**config.mk**
```make
export PLATFORM = sky130hd
export DESIGN_NAME = e_ring_alloc
export DESIGN_NICKNAME = d
export VERILOG_FILES = /design/src/rtl/e_ring_alloc.sv
export SDC_FILE = /design/constraint.sdc
export NUM_CORES = 1
export LEC_CHECK = 0
export CAP_MARGIN = 20
export CORE_MARGIN = 10
export CORE_UTILIZATION = 51
export CTS_BUF_LIST = sky130_fd_sc_hd__clkbuf_8 sky130_fd_sc_hd__clkbuf_16
export DETAILED_ROUTE_END_ITERATION = 10
export GPL_TIMING_DRIVEN = 0
export PLACE_DENSITY = 0.77
export SYNTH_ARGS = -nofsm -noshare
export SYNTH_HDL_FRONTEND = slang
export SYNTH_SLANG_ARGS = --single-unit
```
**constraint.sdc**
```tcl
create_clock -name clk_i -period 4 [get_ports clk_i]
set_input_delay 0.4 -clock clk_i [delete_from_list [all_inputs] [get_ports clk_i]]
set_output_delay 0.4 -clock clk_i [all_outputs]
set_load 0.05 [all_outputs]
```
**src/rtl/e_ring_alloc.sv**
```systemverilog
// Circular next-fit slot allocator: hands out one free entry per cycle, searching
// downward from the last-allocated position, and accepts one release per cycle.
module e_ring_alloc #(
    parameter  int N   = 16,
    parameter  int W   = 4,
    localparam int IDW = $clog2(N),
    localparam int CW  = $clog2(N + 1)
) (
    input  logic           clk_i,
    input  logic           rst_n_i,
    input  logic           alloc_req_i,
    output logic           alloc_gnt_o,
    output logic [IDW-1:0] alloc_id_o,
    input  logic           free_vld_i,
    input  logic [IDW-1:0] free_id_i,
    output logic [N-1:0]   busy_o,
    output logic [CW-1:0]  cnt_o,
    output logic           full_o,
    output logic           empty_o,
    output logic           err_o
);

    localparam int             NS    = N / W;
    localparam logic [N-1:0]   ONE_N = N'(1);
    localparam logic [CW-1:0]  ONE_C = CW'(1);
    localparam logic [CW-1:0]  NCNT  = CW'(N);
    localparam logic [IDW:0]   NLIM  = (IDW + 1)'(N);

    logic [N-1:0]       busy_q, busy_d, ptr_q, ptr_d;
    logic [CW-1:0]      cnt_q, cnt_d;
    logic               full_q, full_d, empty_q, empty_d, err_q, err_d;

    logic [N-1:0]       freeVec, maskFree;
    logic               hitM, carryM, carryU, cinM, cinU, segFoundM, segFoundU;
    logic [IDW-1:0]     idM, idU, allocId;
    logic               gnt, freeInRange, freeBusy, freeOk, freeErr;
    logic [N-1:0]       allocOH, freeOH;
    logic [2**IDW-1:0]  busyExt;

    // Two chained passes over W-wide segments, top segment first. The masked pass
    // only sees entries below the pointer and starts at the pointer's segment; the
    // unmasked pass covers the wrap-around and is used only when the first misses.
    always_comb begin
        freeVec   = ~busy_q;
        maskFree  = freeVec & (ptr_q - ONE_N);
        carryM    = 1'b0;
        carryU    = 1'b1;
        hitM      = 1'b0;
        idM       = '0;
        idU       = '0;
        cinM      = 1'b0;
        cinU      = 1'b0;
        segFoundM = 1'b0;
        segFoundU = 1'b0;
        for (int s = NS - 1; s >= 0; s--) begin
            cinM      = carryM | (|ptr_q[s*W +: W]);
            cinU      = carryU;
            segFoundM = 1'b0;
            segFoundU = 1'b0;
            for (int b = W - 1; b >= 0; b--) begin
                if (cinM && !segFoundM && maskFree[s*W + b]) begin
                    segFoundM = 1'b1;
                    idM       = IDW'(s*W + b);
                end
                if (cinU && !segFoundU && freeVec[s*W + b]) begin
                    segFoundU = 1'b1;
                    idU       = IDW'(s*W + b);
                end
            end
            hitM   = hitM | segFoundM;
            carryM = cinM & ~segFoundM;
            carryU = cinU & ~segFoundU;
        end
        allocId = hitM ? idM : idU;
    end

    // Grant and release qualification; out-of-range IDs read as not-busy.
    always_comb begin
        busyExt          = '0;
        busyExt[N-1:0]   = busy_q;
        gnt              = alloc_req_i & ~full_q & rst_n_i;
        freeInRange      = ({1'b0, free_id_i} < NLIM);
        freeBusy         = freeInRange & busyExt[free_id_i];
        freeOk           = free_vld_i & freeBusy;
        freeErr          = free_vld_i & ~freeBusy;
        allocOH          = ONE_N << allocId;
        freeOH           = ONE_N << free_id_i;
    end

    always_comb begin
        busy_d = (busy_q | (gnt ? allocOH : '0)) & ~(freeOk ? freeOH : '0);
        ptr_d  = gnt ? allocOH : ptr_q;
        cnt_d  = cnt_q;
        case ({gnt, freeOk})
            2'b10:   cnt_d = cnt_q + ONE_C;
            2'b01:   cnt_d = cnt_q - ONE_C;
            default: cnt_d = cnt_q;
        endcase
        full_d  = (cnt_d == NCNT);
        empty_d = (cnt_d == '0);
        err_d   = err_q | freeErr;
    end

    always_ff @(posedge clk_i) begin
        if (!rst_n_i) begin
            busy_q  <= '0;
            ptr_q   <= ONE_N;
            cnt_q   <= '0;
            full_q  <= 1'b0;
            empty_q <= 1'b1;
            err_q   <= 1'b0;
        end else begin
            busy_q  <= busy_d;
            ptr_q   <= ptr_d;
            cnt_q   <= cnt_d;
            full_q  <= full_d;
            empty_q <= empty_d;
            err_q   <= err_d;
        end
    end

    assign alloc_gnt_o = gnt;
    assign alloc_id_o  = allocId;
    assign busy_o      = busy_q;
    assign cnt_o       = cnt_q;
    assign full_o      = full_q;
    assign empty_o     = empty_q;
    assign err_o       = err_q;

endmodule

```
Word level (Yosys, flattened, before mapping) --
Index checks and enable logic that the tools add are counted.
Word-level totals: bits in registers 40, bits of input ports 8, output and inout port bits 29, word-level logic and storage cells 194
Cells by class: add/sub/neg operators 3, $lt $le $gt $ge 1, eq/ne operators 3, shifts and indexed selects 2, multiplexer cells 69, bitwise gates (word level) 29, reduce and logical (&&, ||, !) cells 81
Operator list (number):
- $mux 4 | 33
- $logic_and 1x1->1 | 52
- $and 16x16->16 | 2
- $mux 1 | 32
- $mux 16 | 2
- $not 16->16 | 2
- $shl 1x4->16 const A | 2
- $logic_not 1->1 | 24
- $or 16x16->16 | 1
- $reduce_or 4->1 | 4
- $sub 16x1->16 const B | 1
- $pmux 5 s2 | 1
- $and 1x1->1 | 9
- $not 1->1 | 8
- $or 1x1->1 | 7
- $add 5x1->5 const B | 1
- $eq 5x5->1 const B | 1
- $logic_not 5->1 | 1
- $lt 4x5->1 const B | 1
- $sub 5x1->5 const B | 1
- $bmux 1 s4 | 1
- $eq 2x1->1 const B | 1
- $eq 2x2->1 const B | 1

Logic depth before layout (Yosys ltp) --
Gate-level depths: netlist (run 1).
word-level depth 73, depth in mapped cells 15, depth with buffers taken out 14

Worst setup path before layout (run 1) --
Ideal clock, no wire load.
path kind register -> register, from register ptr_q[0], to register busy_q[11], in the netlist busy_o[11], setup time 0.059 ns, data arrival time 4.714 ns, setup slack -0.774 ns, cell stages (with the launch flop) 13, buffers on the path 1, cell sequence dfxtp_1 inv_1 ha_1 or3b_2 buf_2 or3_1 xor2_1 o211ai_2 o21ai_0 a311oi_1 nand4_1 nor4b_1 o221a_2
On the way: word-level cells in the longest chain between the ends 73
Ends and longest elaborated chain:
- start, declared | RTL line 29 | logic [N-1:0] busy_q, busy_d, ptr_q, ptr_d;
- start signal, assigned | RTL line 114 | ptr_q <= ptr_d;
- $sub 16x1->16 | RTL line 45 | maskFree = freeVec & (ptr_q - ONE_N);
- $and 16x16->16 | RTL line 45
- $logic_and 1x1->1 | RTL line 61 | if (cinM && !segFoundM && maskFree[s*W + b]) begin
- $mux 1 | RTL line 61
- $logic_not 1->1 | RTL line 61
- $logic_and 1x1->1 (2 in series) | RTL line 61
- $mux 1 | RTL line 61
- $logic_not 1->1 | RTL line 61
- [... 57 more ...]
- $mux 1 | RTL line 61
- $or 1x1->1 | RTL line 70 | hitM = hitM | segFoundM;
- $mux 4 (*) | RTL line 74 | allocId = hitM ? idM : idU;
- net alloc_id_o[3] | RTL line 13 | output logic [IDW-1:0] alloc_id_o,
- $shl 1x4->16 (*) | RTL line 86 | allocOH = ONE_N << allocId;
- $mux 16 (*) | RTL line 91 | busy_d = (busy_q | (gnt ? allocOH : '0)) & ~(freeOk ? freeOH : '0);
- $or 16x16->16 (*) | RTL line 91
- $and 16x16->16 (*) | RTL line 91
- end signal, assigned | RTL line 113 | busy_q <= busy_d;
- end, declared | RTL line 29
The timed path passes the listed nets; every way through them passes the cells marked *. A chain may end at the register's enable or synchronous reset.

Worst setup path in the final report (run 1) --
from register ptr_q[0], to output alloc_id_o[1]
On the way: word-level cells in the longest chain between the ends 69
Ends and longest elaborated chain (RTL line):
- $sub 16x1->16 | 45
- $and 16x16->16 | 45
- $logic_and 1x1->1 | 61
- $mux 1 | 61
- $logic_not 1->1 | 61
- $logic_and 1x1->1 (2 in series) | 61
- $mux 1 | 61
- $logic_not 1->1 | 61
- [... 50 more ...]
- $logic_not 1->1 | 61
- $logic_and 1x1->1 (2 in series) | 61
- $mux 1 | 61
- $logic_not 1->1 | 61
- $logic_and 1x1->1 (2 in series) | 61
- $mux 1 | 61
- $or 1x1->1 | 70
- $mux 4 (*) | 74
- end, declared | 13
Mark *: on every way between the ends. The rest lies on a longest branch, timed or not.

==> results by group, run 1 <==
Layout
  – Filler cells: 488
  – Layout Cells excl Fill: 489
  – Reg area: 811 um2
  – Area growth syn-to-layout: 27.3%
  – Area taken by multi-input logic gates: 2130 um2
  – Final #Nets: 431
  – Fin util: 67.5%
  – Share of cells above drive strength 1: 21.6%
  – Ant diodes: 0

Worst hold path
  – HP Start: err_o
  – Hold Path Depth: 1
  – Worst Hold Path EP: err_o
  – Tightest Hold Check Type: reg -> reg

Detailed routing
  – Pre-antenna DRT Iters: 6
  – Post-DRT Antenna Nets: 0
  – WL/cell: 18.3 um
  – WL final: 8.93 mm
  – DRC: 0
  – DR iter-0 viols: 264
  – Via/cell ratio: 6.30
  – Vias: 3080

Critical path
  – R2r setup slk: 120 ps
  – RR Startpoint: ptr_q[0]
  – Crit. End Element: output pin
  – Worst Setup Start Kind: flip-flop
  – WP data arrival: 3520 ps
  – Data required, critical path: 3600 ps
  – Crit Path Max Fanout: 6
  – Cells on worst reg2reg path: 14
  – Worst r2r dst: ptr_q[14]
  – CP Class: reg -> out

Yosys
  – Sequential area share after synthesis: 27.3%
  – Most frequent cell after synthesis: dfxtp_1
  – Synth top cells by count: dfxtp_1 (40), a21oi_1 (31), o21ai_0 (28)
  – Register bit total from synthesis: 40
  – Synth top area cells: dfxtp_1 (27%), a21oi_1 (5.3%), o21ai_0 (4.8%)
  – Area share of the largest cell type after synthesis: 27.3%
  – Predominant post-synthesis flop cell: dfxtp_1
  – EDFF count, synth: 0
  – Synthesized Nets: 376
  – Library cells used by synthesis: 60
  – Mean post-synth cell area: 8.13 um2
  – Cells after Synth: 361
  – Asr flop ratio synth: 0%
  – Cell taking the most area after synthesis: dfxtp_1
  – Mapped Area: 2940 um2
  – Synth Warn #: 0

STA
  – Final Hold Slack: 478 ps
  – Final Slew Violations: 0
  – Unrepaired setup endpoints after global routing: true
  – Period minus WS final: 3920 ps
  – Endpoints failing hold: 0
  – Setup violations, final: 0
  – Slew @ Worst Pin: 809 ps
  – Peak Freq: 255 MHz
  – Worst slew margin: 46.0%
  – Post-route clock skew: 6.95 ps
  – Period utilisation layout: 97.9%

Die
  – Die area: 9190 um2
  – Die W: 95.9 um
  – FP Rows: 27
  – Io pins: 37
  – Core Area: 5540 um2
  – Initial core utilization: 53.0%
  – Die Height: 95.9 um

Global routing
  – Vias in the first global route: 2838
  – GR Util All Layers: 19.0%
  – Grt total ovfl: 0
  – Number of antenna violations at the first check in global routing: 0
  – First-pass GRT wire length: 14.0 mm
  – Largest net degree at the start of global routing: 13

Clocking
  – Clock Tree Root: clkbuf_8
  – Post-CTS Hold Buffers: 0
  – TritonCTS clock tree: done
  – CTS Sinks: 40
  – Clock Latency Late Sink: 300 ps
  – CTS max path bufs: 2
  – H-tree Lvls: 2
  – Worst-path clk slew: 80 ps
  – Cts bufs inserted: 5

Outcome
  – Outcome: complete, no violations

Place
  – Placed cell count: 468
  – HPWL Detailed: 6.71 mm
  – Placer congestion estimate: 0.909
  – Buffers added on ports: 34

Run
  – # Max-Cap Violations: 0
placed cells by master, fill, tap and decap left out, drive strengths merged, types with 4 or more instances in the layout:
cell type      count
nor2b             11
o221a              7
dfxtp             40
nand2b             8
inv               21
or2                4
o211ai             5
o21ai             31
clkdlybuf4s50     30
a21o              12
a21oi             31
nand3              9
or3                7
nor3               9
nand4              6
buf               23
o221ai             6
xor2               4
xnor2              6
ha                 6
a22o               4
nor4              10
nor2              26
or4                6
mux4               5
nand2             23
o21a               7
clkbuf            15
per-layer routing:
| metal | up-vias | GRT usage, % | wire length (um) |
|---|---|---|---|
| li1 | 1463 | - | - |
| met1 | 1478 | 23.9 | 3760 |
| met2 | 120 | 31.8 | 4420 |
| met3 | 19 | 3.58 | 574 |
| met4 | 0 | 6.39 | 180 |
| met5 | - | 0 | 0 |
metrics by stage:
stage          setup TNS, ps  worst slack [ps]  instance area (um2)
6_report                   0              83.1                 3740
5_1_grt                -61.1             -28.1                 3740
4_1_cts                -42.4             -42.4                 3640
3_5_place_dp          -10690              -829                 3460
3_3_place_gp           -7920              -756                 3450
2_1_floorplan              0              83.6                 3020
repair_timing:
| item | in CTS | in global routing |
|---|---|---|
| gates cloned | 0 | 1 |
| pin swaps | 11 | 9 |
| endpoints found under the setup margin | 36 | 24 |
| buffers inserted | 10 | 9 |
| resized for setup | 38 | 10 |
registers in the layout (all words and copies together) (netlist names):
name     flops
err_o        1
cnt_o        5
busy_o      16
full_o       1
empty_o      1
ptr_q       16
worst max-delay path by stage:
stage,from,to,slack (ps)
final,ptr_q[0],alloc_id_o[1],80
after global routing,ptr_q[0],alloc_id_o[1],-30
after global placement,ptr_q[0],alloc_id_o[1],-760
after detailed placement,ptr_q[0],alloc_id_o[1],-830
after floorplan,ptr_q[1],alloc_id_o[1],80
after CTS,ptr_q[0],alloc_id_o[1],-40
layout make-up:
class,instances,area share (%)
multi-input cells,284,57.0
flip-flops and latches,40,21.7
repair buffers,54,13.2
well taps,72,2.41
inverters,21,2.24
clock buffers,6,2.21
plain buffers,10,1.04
clock inverters,2,0.268
logic make-up (layout without fill, tap and decap cells):
family,Yosys count,in the layout,synth area share (%)
flip-flops,40,40,27.3
buffers and inverters,38,93,5.75
multiplexers,10,10,5.67
AND/OR/NAND/NOR,132,133,24.5
AO/OA/AOI/OAI,124,124,30.6
XOR/XNOR,10,10,2.98
adder cells (fa/ha/maj),7,7,3.24
critical path: stages, from the launching register on:
cell and delay, ps:
dfxtp_4 380, inv_4 70, ha_4 130, or3b_4 440, nor4_4 250, mux2_4 330, or4_4 510, and2_4 190
nor3_1 190, o22ai_1 160, a221oi_4 330, nor2_4 70, buf_8 160
Power of run 1 is left out: the tool's default activity adds up to more than one toggle a clock period on the data nets, which glitch-free logic cannot reach.
==> run 2: changes to the inputs <==
CORE_UTILIZATION = 55   (was 51)
PLACE_DENSITY = 0.79   (was 0.77)
clock period = 4.4 ns   (was 4 ns; I/O delays follow)
==> run 2 against run 1 <==
Flip-flop and latch count stayed put; first-iteration DRC count is 22% lower; worst setup slack improved by 58 ps; register-to-register slack improved by 30 ps; die area down 5.8%; hold slack worse by 2.8 ps; cell area shrank 4.1%; global-route usage up 0.41 points; clock skew barely moved; highest routed layer unchanged.
==> results by group, run 2 (synthesis gave the netlist of run 1 again) <==
Outcome
  – Outcome: complete, no violations

STA
  – Worst slew margin: 22.5% (-23 points)
  – Period minus WS final: 4260 ps
  – Peak Freq: 235 MHz
  – Slew @ Worst Pin: 1160 ps (+353 ps)
  – Period utilisation layout: 96.8%
  – Setup violations, final: 0 (unchanged)
  – Post-route clock skew: 6.65 ps (-0.299 ps)
  – Endpoints failing hold: 0 (unchanged)
  – Final Slew Violations: 0 (unchanged)
  – Setup tns final: 0 ps (unchanged)
  – Unrepaired setup endpoints after global routing: false
  – Final Hold Slack: 475 ps (-2.76 ps)

Layout
  – Commonest non-fill, non-tap cell in the layout: dfxtp_1
  – Ant diodes: 0 (unchanged)
  – Filler cells: 461 (-5.5%)
  – Post-route design area: 3590 um2 (-4.1%)
  – Reg area: 802 um2 (-1.1%)
  – Final #Nets: 426 (-1.2%)
  – Area taken by multi-input logic gates: 2030 um2 (-4.6%)
  – Most frequent cells in the layout: dfxtp_1 (39), a21oi_1 (30), clkdlybuf4s50_1 (30), nor2_1 (26), o21ai_0 (24)
  – Area growth syn-to-layout: 22.1%
  – Share of cells above drive strength 1: 15.8% (-5.8 points)

Detailed routing
  – Pre-antenna DRT Iters: 5 (-1)
  – WL final: 8.54 mm (-4.3%)
  – WL/cell: 17.7 um (-2.9%)
  – DRC: 0 (unchanged)
  – Post-DRT Antenna Nets: 0 (unchanged)
  – DR iter-0 viols: 207 (-22%)
  – Vias: 3011 (-2.2%)
  – Via/cell ratio: 6.25 (-0.82%)

Critical path
  – WP data arrival: 3820 ps (+300 ps)
  – Data required, critical path: 3960 ps (+360 ps)
  – CP max-delay cell: or4_4
  – Cells on worst reg2reg path: 14 (unchanged)
  – Crit Path Max Fanout: 10 (+4)
  – Critical Path Most Common Cell: buf_6
  – Crit-path cells: buf_6, or4_4, buf_6, nor4_4, mux2_4, or4_4, and2_4, buf_6, o31ai_4, o21ai_1, a31oi_4, buf_4
  – CP Capture Point: alloc_id_o[0]
  – Crit-path max cell delay: 530 ps (+20 ps)
  – CP Depth: 12 (unchanged)
  – R2r setup slk: 150 ps (+30 ps)
  – Crit. End Element: output pin
  – Crit. Startpoint: ptr_q[4]
  – Worst r2r dst: ptr_q[1]
  – CP Class: reg -> out
  – Worst Setup Start Kind: flip-flop
  – RR Startpoint: ptr_q[4]
  – Largest delay contributor family on the critical path: simple AND/OR/NAND/NOR gates
  – Crit path buf inv count: 4 (+2)

Place
  – Area after DPL: 3380 um2 (-2.4%)
  – Buffers added on ports: 34 (unchanged)
  – Placer congestion estimate: 0.915 (+0.72%)
  – HPWL Detailed: 6.48 mm (-3.5%)

Die
  – Initial core utilization: 57.1% (+4.1 points)
  – Die area: 8660 um2 (-5.8%)
  – Io pins: 37 (unchanged)
  – Core Area: 5140 um2 (-7.2%)
  – FP Rows: 26 (-3.7%)
  – Die Height: 93.1 um (-2.9%)
  – Die W: 93.1 um (-2.9%)

Worst hold path
  – Tightest Hold Check Type: reg -> reg

Clocking
  – CTS Sinks: 40 (unchanged)
  – Clock Latency Late Sink: 300 ps (about the same)
  – Clock Tree Root: clkbuf_8
  – Worst-path clk slew: 80 ps (about the same)
  – Cts bufs inserted: 5 (unchanged)
  – TritonCTS clock tree: done
  – CTS max path bufs: 2 (unchanged)
  – Post-CTS Hold Buffers: 0 (unchanged)
  – H-tree Lvls: 2 (unchanged)

Run
  – # Max-Cap Violations: 0 (unchanged)

Global routing
  – Vias in the first global route: 2840 (+0.070%)
  – Grt total ovfl: 0 (unchanged)
  – Largest net degree at the start of global routing: 13 (unchanged)
  – Number of antenna violations at the first check in global routing: 0 (unchanged)
  – GR Util All Layers: 19.4% (+0.41 points)
  – First-pass GRT wire length: 13.9 mm (-1.0%)
## run 2: final cells by class
type | instances | area share, %
timing repair buffer | 43 | 11.4
inverter | 21 | 2.20
clock buffer | 6 | 2.30
buffer | 16 | 2.37
tap | 70 | 2.44
multi-input combinational | 284 | 56.7
clock inverter | 2 | 0.279
sequential | 40 | 22.4
## run 2: how the worst min path moves through the flow
stage          startpoint  slack [ps]  cells past startpoint   endpoint
2_1_floorplan   ptr_q[13]         480                      2  ptr_q[13]
3_3_place_gp        err_o         450                      1      err_o
3_5_place_dp        err_o         460                      1      err_o
4_1_cts             err_o         480                      1      err_o
5_1_grt             err_o         520                      1      err_o
6_report            err_o         470                      1      err_o
## run 2: per-stage QoR
step | cells | utilization [%] | worst slack, ps
floorplan | 361 | - | 7.74
CTS | 479 | 68.5 | 64.7
detailed placement | 466 | 65.7 | -715
global route | 482 | 69.8 | 42.6
finish | 482 | 69.8 | 141
global placement | 465 | 65.6 | -640
## run 2: worst register-to-register path, delay by kind of cell, from the launching register on
family / cells / cell delay (ps)
compound gates: 4 / 1290
buf+inv: 5 / 730
flops: 1 / 320
mux: 1 / 330
simple gates: 4 / 1450
## run 2: repair_timing
item / in CTS / in global routing
setup buffers: 6 / 2
cloned: 0 / 1
hold endpoints to repair: 0 / 0
endpoints found under the setup margin: 30 / 13
resized for setup: 22 / 10
pin swaps: 5 / 3
## run 2: metal layers
metal	GRT usage, %	wire length (um)
met5	0	0
met4	7.20	173
met3	3.60	524
met2	32.4	4120
met1	24.2	3730
Power of run 2 is left out for the same reason.
==> run 3: changes to the inputs <==
CELL_PAD_IN_SITES_DETAIL_PLACEMENT = 1   (was unset)
CELL_PAD_IN_SITES_GLOBAL_PLACEMENT = 2   (was unset)
CORE_UTILIZATION = 33   (was 55)
PLACE_DENSITY = unset   (was 0.79)
PLACE_DENSITY_LB_ADDON = 0.1   (was unset)
==> run 3 against run 2 <==
Die area grew 51%; via count shrank 1.1%; cell count grew 7.1%; hold slack gained 4.4 ps; fmax shrank 2.2%; first-iteration DRC count shrank 39%; global-route usage shrank 3.4 points; flip-flop and latch count is the same; register-to-register slack is essentially flat; clock skew grew 4.5 ps; critical endpoint is now alloc_id_o[1].
==> results by group, run 3 (synthesis gave the netlist of run 1 again) <==
Die
  – Die W: 114 um (+23%)
  – Die area: 13100 um2 (+51%)
  – Initial core utilization: 33.8% (-23 points)
  – FP Rows: 34 (+31%)
  – Io pins: 37 (unchanged)
  – Core Area: 8680 um2 (+69%)
  – Die Height: 114 um (+23%)

STA
  – Unrepaired setup endpoints after global routing: true
  – Final Hold Slack: 479 ps (+4.37 ps)
  – Worst slew margin: 38.8% (+16 points)
  – Endpoints failing hold: 0 (unchanged)
  – Period minus WS final: 4350 ps (+94.6 ps)
  – Period utilisation layout: 98.9% (+2.1 points)
  – Setup tns final: 0 ps (unchanged)
  – Setup violations, final: 0 (unchanged)
  – Post-route clock skew: 11.1 ps (+4.48 ps)
  – Peak Freq: 230 MHz (-2.2%)
  – Final Slew Violations: 0 (unchanged)
  – PnR worst setup slack: 46.6 ps (-94.6 ps)
  – Slew @ Worst Pin: 916 ps (-246 ps)

Layout
  – Share of cells above drive strength 1: 16.7% (+0.89 points)
  – Area growth syn-to-layout: 23.4%
  – Commonest non-fill, non-tap cell in the layout: dfxtp_1
  – Filler cells: 1047 (+130%)
  – Final #Nets: 423 (-0.70%)
  – Most frequent cells in the layout: dfxtp_1 (38), clkdlybuf4s50_1 (31), a21oi_1 (30), nor2_1 (26), o21ai_0 (25)
  – Post-route design area: 3620 um2 (+1.0%)
  – Ant diodes: 0 (unchanged)

Place
  – Buffers added on ports: 34 (unchanged)
  – Placer congestion estimate: 0.799 (-13%)
  – HPWL Detailed: 8.28 mm (+28%)
  – Area after DPL: 3420 um2 (+1.4%)
  – Dpl ws: -800 ps (-85.8 ps)

Detailed routing
  – Vias: 2977 (-1.1%)
  – Pre-antenna DRT Iters: 4 (-1)
  – Post-DRT Antenna Nets: 0 (unchanged)
  – WL final: 10.7 mm (+25%)
  – DR iter-0 viols: 126 (-39%)
  – DRC: 0 (unchanged)
  – Via/cell ratio: 5.77 (-7.6%)
  – WL/cell: 20.7 um (+17%)

Clocking
  – Clock Latency Late Sink: 300 ps (about the same)
  – Clock Tree Root: clkbuf_8
  – H-tree Lvls: 2 (unchanged)
  – Cts bufs inserted: 5 (unchanged)
  – Worst-path clk slew: 80 ps (about the same)
  – Post-CTS Hold Buffers: 0 (unchanged)
  – TritonCTS clock tree: done
  – CTS max path bufs: 2 (unchanged)
  – CTS Sinks: 40 (unchanged)

Critical path
  – Crit Path Max Fanout: 10 (unchanged)
  – Worst r2r dst: busy_o[2]
  – Crit-path max cell delay: 580 ps (+50 ps)
  – CP max-delay cell: or4_4
  – Data required, critical path: 3960 ps (about the same)
  – CP Class: reg -> out
  – Cells on worst reg2reg path: 14 (unchanged)
  – R2r setup slk: 150 ps (about the same)
  – RR Startpoint: ptr_q[5]
  – Worst Setup Start Kind: flip-flop
  – Crit-path cells: buf_2, or4_4, buf_6, nor4_4, mux2_4, or4_4, and2_4, buf_6, nor3_1, o22ai_1, a221oi_4, nor2_1, buf_4
  – WP data arrival: 3910 ps (+90 ps)
  – Crit. End Element: output pin

Global routing
  – Vias in the first global route: 3037 (+6.9%)
  – M3 GR Usage: 3.30% (-0.30 points)
  – Top Usage Layer GRT: met2
  – GR Util met2: 27.5% (-4.9 points)
  – Number of antenna violations at the first check in global routing: 0 (unchanged)
  – GR Util All Layers: 16.0% (-3.4 points)
  – First-pass GRT wire length: 16.7 mm (+20%)
  – Routing usage on met1: 19.9% (-4.3 points)
  – Grt total ovfl: 0 (unchanged)
  – Largest net degree at the start of global routing: 12 (-1)

Worst hold path
  – Worst Hold Path EP: err_o
  – HP Start: err_o
  – Tightest Hold Check Type: reg -> reg
  – Hold Path Depth: 1 (unchanged)

Outcome
  – Outcome: complete, no violations

Run
  – # Max-Cap Violations: 0 (unchanged)
==> run 3: cell types whose count changed in the layout (fill, tap and decap cells not counted), sizes merged <==
cell | before | now
clkbuf | 17 | 16
dlymetal6s2s | 1 | 0
clkdlybuf4s50 | 30 | 31
buf | 16 | 14
clkinv | 2 | 1
inv | 21 | 22
clkdlybuf4s15 | 1 | 0
==> run 3: cell type report <==
cell class                      instances  area [um2]  area share [%]
Buffer                                 16        85.1            2.35
Clock buffer                            5        68.8            1.90
Multi-Input combinational cell        284        2070            57.1
Clock inverter                          2        8.76           0.242
Tap cell                              108         135            3.73
Timing Repair Buffer                   40         373            10.3
Sequential cell                        40         803            22.2
Inverter                               21        78.8            2.18
==> run 3: worst max path at each step <==
stage	start	end	slack, ps	cells after the start
final	ptr_q[5]	alloc_id_o[1]	50	13
after CTS	ptr_q[0]	alloc_id_o[1]	60	13
after detailed placement	ptr_q[0]	alloc_id_o[1]	-800	14
after global placement	ptr_q[0]	alloc_id_o[1]	-730	14
after global routing	ptr_q[5]	alloc_id_o[1]	-100	13
after floorplan	ptr_q[0]	alloc_id_o[1]	8	13
==> run 3: repair_timing <==
action                     CTS  global route
cloned                       0             1
setup endpoints to repair   36            19
pin swaps                    3             3
buffers inserted             4             1
gates resized for setup     26            14
==> run 3: critical path, delay by kind of cell, from the launching register on <==
kind,cells,cell delay [ps]
AOI/OAI and AO/OA,2,490
muxes,1,350
DFF,1,300
and+or+nand+nor,6,1810
buffers and inverters,4,640
==> run 3: layer usage <==
layer / up-vias / routed length [um]
li1: 1448 / -
met1: 1463 / 4880
met2: 56 / 5180
met3: 10 / 542
met4: 0 / 93
met5: - / 0
==> run 3: stage by stage <==
stage | util, % | instances
2_1_floorplan | - | 361
3_3_place_gp | 39.4 | 503
3_5_place_dp | 39.4 | 504
4_1_cts | 41.0 | 514
5_1_grt | 41.8 | 516
6_report | 41.8 | 516
Power of run 3 is left out for the same reason.
